--- config.mk ---
export PLATFORM = sky130hd
export DESIGN_NAME = dff_write_arbiter
export DESIGN_NICKNAME = d
export VERILOG_FILES = /design/src/rtl/dff_write_arbiter.sv
export SDC_FILE = /design/constraint.sdc
export NUM_CORES = 1
export LEC_CHECK = 0
export BUFFER_PORTS_ARGS = -buffer_cell sky130_fd_sc_hd__buf_2
export CORE_MARGIN = 2
export CORE_UTILIZATION = 45
export DETAILED_ROUTE_END_ITERATION = 10
export PLACE_DENSITY = 0.72
export SYNTH_ARGS = -nofsm -noshare
export SYNTH_HDL_FRONTEND = slang
export SYNTH_SLANG_ARGS = --single-unit
--- constraint.sdc ---
create_clock -name clk -period 2.5 [get_ports clk]
set_input_delay 0.25 -clock clk [delete_from_list [all_inputs] [get_ports clk]]
set_output_delay 0.25 -clock clk [all_outputs]
set_load 0.005 [all_outputs]
--- src/rtl/dff_write_arbiter.sv ---
// Round-robin arbiter that owns a shared DATA_W-bit register: grants one requester at a
// time with a four-phase req/gnt handshake, loads the winner's data and counts writes.
module dff_write_arbiter #(
  parameter int N_REQ  = 4,
  parameter int DATA_W = 8
) (
  input  logic                      clk,
  input  logic                      reset,
  input  logic [N_REQ-1:0]          req,
  input  logic [N_REQ*DATA_W-1:0]   d_in,
  output logic [N_REQ-1:0]          gnt,
  output logic [DATA_W-1:0]         q_out,
  output logic                      q_valid,
  output logic                      busy,
  output logic [15:0]               wr_count
);

  localparam int PTR_W = (N_REQ > 1) ? $clog2(N_REQ) : 1;

  typedef enum logic {IDLE, GRANT} state_t;

  state_t             state_q, state_d;
  logic [PTR_W-1:0]   ptr_q, ptr_d;
  logic [N_REQ-1:0]   gnt_d;
  logic [PTR_W-1:0]   win_idx;
  logic               win_found;
  logic [DATA_W-1:0]  wr_data;
  logic               load;

  function automatic logic [15:0] sat_inc(input logic [15:0] v);
    return (v == 16'hFFFF) ? v : v + 16'd1;
  endfunction

  // Rotating priority scan starting at ptr_q
  always_comb begin
    int         idx_i;
    logic [PTR_W-1:0] idx_p;
    win_found = 1'b0;
    win_idx   = '0;
    idx_i     = 0;
    idx_p     = '0;
    for (int k = 0; k < N_REQ; k++) begin
      idx_i = (int'(ptr_q) + k) % N_REQ;
      idx_p = PTR_W'(idx_i);
      if (!win_found && req[idx_p]) begin
        win_found = 1'b1;
        win_idx   = idx_p;
      end
    end
  end

  always_comb begin
    wr_data = '0;
    for (int i = 0; i < N_REQ; i++) begin
      if (win_idx == PTR_W'(i)) wr_data = d_in[i*DATA_W +: DATA_W];
    end
  end

  always_comb begin
    state_d = state_q;
    gnt_d   = gnt;
    ptr_d   = ptr_q;
    load    = 1'b0;
    case (state_q)
      IDLE: begin
        gnt_d = '0;
        if (win_found) begin
          state_d = GRANT;
          gnt_d   = {{(N_REQ-1){1'b0}}, 1'b1} << win_idx;
          ptr_d   = (win_idx == PTR_W'(N_REQ-1)) ? '0 : win_idx + PTR_W'(1);
          load    = 1'b1;
        end
      end
      GRANT: begin
        // Other requesters stay pending; only the granted one's release matters
        if ((req & gnt) == '0) begin
          state_d = IDLE;
          gnt_d   = '0;
        end
      end
      default: begin
        state_d = IDLE;
        gnt_d   = '0;
      end
    endcase
  end

  always_ff @(posedge clk) begin
    if (reset) begin
      state_q  <= IDLE;
      gnt      <= '0;
      ptr_q    <= '0;
      busy     <= 1'b0;
      q_out    <= '0;
      q_valid  <= 1'b0;
      wr_count <= '0;
    end else begin
      state_q <= state_d;
      gnt     <= gnt_d;
      ptr_q   <= ptr_d;
      busy    <= (state_d == GRANT);
      if (load) begin
        q_out    <= wr_data;
        q_valid  <= 1'b1;
        wr_count <= sat_inc(wr_count);
      end
    end
  end

endmodule

---- Word-level counts from Yosys, hierarchy flattened ----
Cells that the tools add are included.
storage, ports and cells
  flip-flop bits (word level) ............. 32
  input bits .............................. 38
  output and inout bits ................... 30
  logic and storage cells ................. 62
cells by class
  add/subtract/negate cells ............... 5
  $lt $le $gt $ge ......................... 4
  equal/unequal tests ..................... 5
  shift-type cells ........................ 1
  mux-type cells .......................... 28
  bitwise gates (word level) .............. 3
  reductions and logical operators ........ 10
operator list
  operator                                                     number
  2-to-1 mux 8 bit                                             4
  adder 16 x 1 -> 16 bit (second input constant)               1
  == test 16 bit (second input constant)                       1
  less-than comparator 2 x 3 -> 1 bit (second input constant)  4
  2-to-1 mux 1 bit                                             11
  2-to-1 mux 2 bit                                             5
  binary-select mux 1 bit (select 2 bit)                       4
  2-to-1 mux 4 bit                                             2
  one-hot mux 4 bit (2 select lines)                           1
  adder 2 x 1 -> 2 bit (second input constant)                 2
  adder 2 bit (second input constant)                          2
  AND 4 bit                                                    1
  == test 2 bit (second input constant)                        2
  logical NOT 4 bit                                            1
  AND reduction 2 bit                                          2
  left shift 1 x 2 -> 4 bit (first input constant)             1
  logical AND 1 bit                                            3
  logical NOT 1 bit                                            3
  == test 2 x 1 -> 1 bit (second input constant)               1
  logical NOT 2 bit                                            1
  inequality test 2 x 1 -> 1 bit (second input constant)       1
  NOT 1 bit                                                    2
  one-hot mux 1 bit (2 select lines)                           1

---- Logic depth before layout (Yosys ltp) ----
  depth in word-level cells ............... 17
  gate-level depth with buffers ........... 10
  depth with buffers taken out ............ 9

---- Worst setup path after synthesis ----
OpenSTA, ideal clock, no wires.
  path type ............................... reg2reg
  start ................................... reg ptr_q[1]
  end ..................................... reg q_out[7]
  library setup time ...................... 0.132 ns
  data arrival time ....................... 2.146 ns
  required time ........................... 2.368 ns
  slack ................................... 0.223 ns
  stages on the path, launching flop included .. 10
  path buffers ............................ 1
  period minus slack after synthesis ...... 2.277 ns
  cells stage by stage .................... dfxtp_1 > mux2i_1 > nor2_1 > nor4_1 > ha_1 > clkbuf_1 > nor2b_1 > a221oi_1 > o311a_1 > nor3_1
on the way
  longest elaborated chain between the ends .. 17
  elaborated cells between the ends (all ways) .. 35
  those cells by class .................... add/sub: 3; eq/ne: 3; mux: 22; reduce/logical: 7
RTL lines
  item                                                           line  source
  start, declared                                                23    logic [PTR_W-1:0] ptr_q, ptr_d;
  start signal, assigned                                         100   ptr_q <= ptr_d;
  branches (longest 17 deep; another with adder 2 x 1 -> 2 bit)  --
  end signal, assigned                                           103   q_out <= wr_data;
  end, declared                                                  12    output logic [DATA_W-1:0] q_out,
Several ways; the timed one is not identified. The select of a mux whose other input is x is not followed.
A chain may end at the register's enable or synchronous reset.

---- Worst setup path in the final report ----
Ends and elaborated chain as after synthesis.

==> metrics.md <==
| Metric | Value |
|---|---|
| CTS H-tree lvls | `2` |
| Synth Area in Compound Gates | `22.1%` |
| Worst R2R Start | `ptr_q[1]$_SDFFE_PP0P_` |
| Initial Util | `between 40% and 50%` |
| Antenna cell count | `0` |
| Cts hold-fix bufs | `0` |
| Max incr delay on CP | `0.42 ns` |
| Largest family of logic cells by synthesized area | `simple AND/OR/NAND/NOR gates` |
| Die area | `4540 sq um` |
| Hold Violations, Final | `0` |
| Fmax achieved | `432 MHz` |
| R2R Path End | `q_out[7]$_SDFFE_PP0P_` |
| Most common cell after layout, fill and taps aside | `buf_2` |
| P per Cell Area | `between 600 and 700 nW/um^2` |
| CP top delay family | `simple AND/OR/NAND/NOR gates` |
| Startpoint types | `register` |
| Number of vias per cell | `5.63` |
| Ranking of synthesized cells by area | `dfxtp_1 (35%), nor2b_1 (6.6%), nor2_1 (4.8%)` |
| Initial DRT Pass Iterations | `4` |
| Pleak | `0.946 nW` |
| IO buf count | `67` |
| Most frequent cells in the layout | `buf_2 (67), dfxtp_1 (32), nor2_1 (23)` |
| FF-to-FF path depth | `9` |
| Setup Skew | `0.00739 ns` |
| Die W | `67.4 microns` |
| Syn Area/Cell | `8.03 sq um` |
| Fillers | `371` |
| WHS Path Cells | `4` |
| First-pass GRT wire length | `around 7.3 mm` |
| Yosys Warn Count | `0` |
| Synth Register Bits | `32` |
| Root Driver | `clkbuf_8` |
| Sequential fraction of the synthesis area | `a little over a third` |
| R2R Setup Slk | `0.19 ns` |
| Post-CTS sizing | `0` |
| Vias in the first global route | `1613` |
| Crit-path cells | `mux2i_1 > nor2_1 > nor4_2 > inv_1 > ha_1 > nor2b_1 > a221oi_1 > o311a_1 > nor3_1` |
| Distinct cells, synth | `35` |
| Least-Margin Pin Slew | `0.708 ns` |
| Gr ovfl total | `0` |
| WP buf/inv | `1` |
| Final count of pins violating max slew | `0` |
| Fin util | `57.9%` |
| Hold Crit Class | `in2reg` |
| Die Ht | `about 67 microns` |
| CTS Buf Count | `5` |
| Max-cap violations | `0` |
| Slew HR | `about 52%` |
| Cell Rows | `23` |
| Area grow syn2layout | `26.4%` |
| RSZ-0062 raised after global routing | `false` |
| Hold WS | `0.356 ns` |
| Net count, final | `331` |
| Worst Path Max Fanout | `6` |
| Clock Tree Buf Depth | `2` |
| I/O pins | `68` |
| Synth Area in XOR/XNOR | `0%` |
| Synth Area in Simple Gates | `32.3%` |
| Worst path required time | `2.64 ns` |
| Dpl hpwl | `3.17 mm` |
| Core area | `between 3000 and 4000 sq um` |
| Final wirelength | `roughly 4.5 mm` |
| Largest net degree at the start of global routing | `36` |
| Post-Synthesis Cells | `225` |
| # DRC | `0` |
| Crit-path slowest cell | `dfxtp_1` |
| Placed cell area | `2180 sq um` |
| Multiplexer share of the synthesized area | `2.42%` |
| Synth area leader | `dfxtp_1` |
| Clock tree from TritonCTS | `built` |
| Yosys top cell area share | `35.5%` |
| Final antenna-violating net count | `0` |
| CP Capture Type | `register` |
| Worst VDD drop | `236 uV` |
| Post CTS Setup Buffer Count | `0` |
| FF/Latch Area | `641 sq um` |
| Critical hold path startpoint | `d_in[30]` |
| Fin area | `2280 sq um` |
| Fin crit share | `92.5%` |
| Status | `finished clean` |
| Clk sink count | `32` |
| Via count | `1904` |
| Fin crit period | `~2.3 ns` |
| Final setup vio count | `0` |
| WHS Endpoint | `q_out[6]$_SDFFE_PP0P_` |
| Total Power | `1.38 mW` |
| Adder-Cell Fraction of Synth Area | `3.46%` |
| RePlAce Congestion | `0.761` |
| DR iter-0 viols | `roughly 110` |
| Worst skew pair latency | `0.28 ns` |
| Multi-input logic area | `1100 sq um` |
| Share of layout cells above drive strength 1 | `roughly 30%` |
| Syn_nets | `~270` |
| Clock Pin Slew Worst Setup and Hold Paths | `0.06 ns` |
| Crit Path Class | `reg2reg` |
| Initial antenna violation count | `0` |
| Post-DR wirelength/cell | `13.4 microns` |
| Mapped cell area | `1810 sq um` |
| Worst Path Arrival | `2.46 ns` |
| GRT Util Overall | `21.0%` |
-- registers in the layout, indices dropped and copies added (netlist names) --
name      cells
wr_count     16
q_out         8
gnt           4
ptr_q         2
q_valid       1
state_q       1
-- where the power goes --
group	switching [mW]	total (mW)	internal, mW	leakage, nW
Clock	0.186	0.431	0.245	0.0503
Combinational	0.185	0.362	0.177	0.634
Sequential	0.0349	0.588	0.553	0.262
Total	0.407	1.38	0.975	0.946
-- per-stage QoR --
stage / cells / worst slack, ns / TNS [ns]
3_3_place_gp: 331 / 0.0659 / 0
6_report: 338 / 0.187 / 0
2_1_floorplan: 225 / 0.223 / 0
4_1_cts: 338 / 0.0169 / 0
3_5_place_dp: 331 / -0.00209 / -0.00335
5_1_grt: 338 / 0.0364 / 0
-- cells in the mapped netlist --
| cell type | n |
|---|---|
| and2_1 | 2 |
| nand3b_1 | 1 |
| nand2b_1 | 2 |
| nand4_1 | 5 |
| o21a_1 | 1 |
| a221oi_1 | 8 |
| o31ai_1 | 9 |
| and4_1 | 1 |
| a21oi_1 | 17 |
| nand3_1 | 7 |
| nor4b_1 | 1 |
| mux2_1 | 1 |
| nand2_1 | 16 |
| dfxtp_1 | 32 |
| nor3b_1 | 1 |
| buf_1 | 3 |
| nor3_1 | 11 |
| ha_1 | 5 |
| a211oi_1 | 1 |
| o21ai_0 | 4 |
| or4_1 | 11 |
| a21boi_0 | 1 |
| o311a_1 | 8 |
| nor4_1 | 3 |
| o22a_1 | 1 |
| buf_2 | 2 |
| nor4_2 | 1 |
| mux2_2 | 2 |
| inv_1 | 5 |
| nor2b_1 | 19 |
| nor2_1 | 23 |
| clkbuf_1 | 10 |
| a22oi_1 | 6 |
| mux2i_1 | 1 |
| or3_1 | 4 |
-- routing by layer --
| metal | global-route usage, % | part of all wire [%] |
|---|---|---|
| met5 | 0 | 0 |
| met4 | 7.14 | 1.3 |
| met3 | 5.83 | 5.4 |
| met2 | 33.3 | 44 |
| met1 | 27.5 | 49 |
-- layout make-up --
cell class,instances,area share [%]
clock buffers,7,4.22
inverters,5,0.822
multi-input cells,173,48.2
flip-flops and latches,32,28.1
well taps,50,2.74
repair buffers,71,16.0
-- tightest hold or removal path: cells and delay by family --
family / cells / cell delay (ns)
AOI/OAI and AO/OA: 1 / 0.15
buffers and inverters: 1 / 0.10
and+or+nand+nor: 2 / 0.09
-- kinds of logic (layout without fill, tap and decap cells) --
family / after synthesis / after routing
flip-flops: 32 / 32
adder cells (fa/ha/maj): 5 / 5
AND/OR/NAND/NOR: 108 / 108
AO/OA/AOI/OAI: 56 / 56
buffers and inverters: 20 / 83
multiplexers: 4 / 4
-- worst max path at each step --
stage	start	end	slack, ns	depth (start not counted)
floorplan	ptr_q[1]$_SDFFE_PP0P_	q_out[7]$_SDFFE_PP0P_	0.22	9
global placement	req[2]	q_out[3]$_SDFFE_PP0P_	0.07	8
detailed placement	req[2]	q_out[2]$_SDFFE_PP0P_	-0.002	8
CTS	ptr_q[1]$_SDFFE_PP0P_	q_out[7]$_SDFFE_PP0P_	0.02	8
global route	ptr_q[1]$_SDFFE_PP0P_	q_out[3]$_SDFFE_PP0P_	0.04	9
finish	ptr_q[1]$_SDFFE_PP0P_	q_out[7]$_SDFFE_PP0P_	0.19	9
No activity file was read; power rests on OpenSTA's default activity.
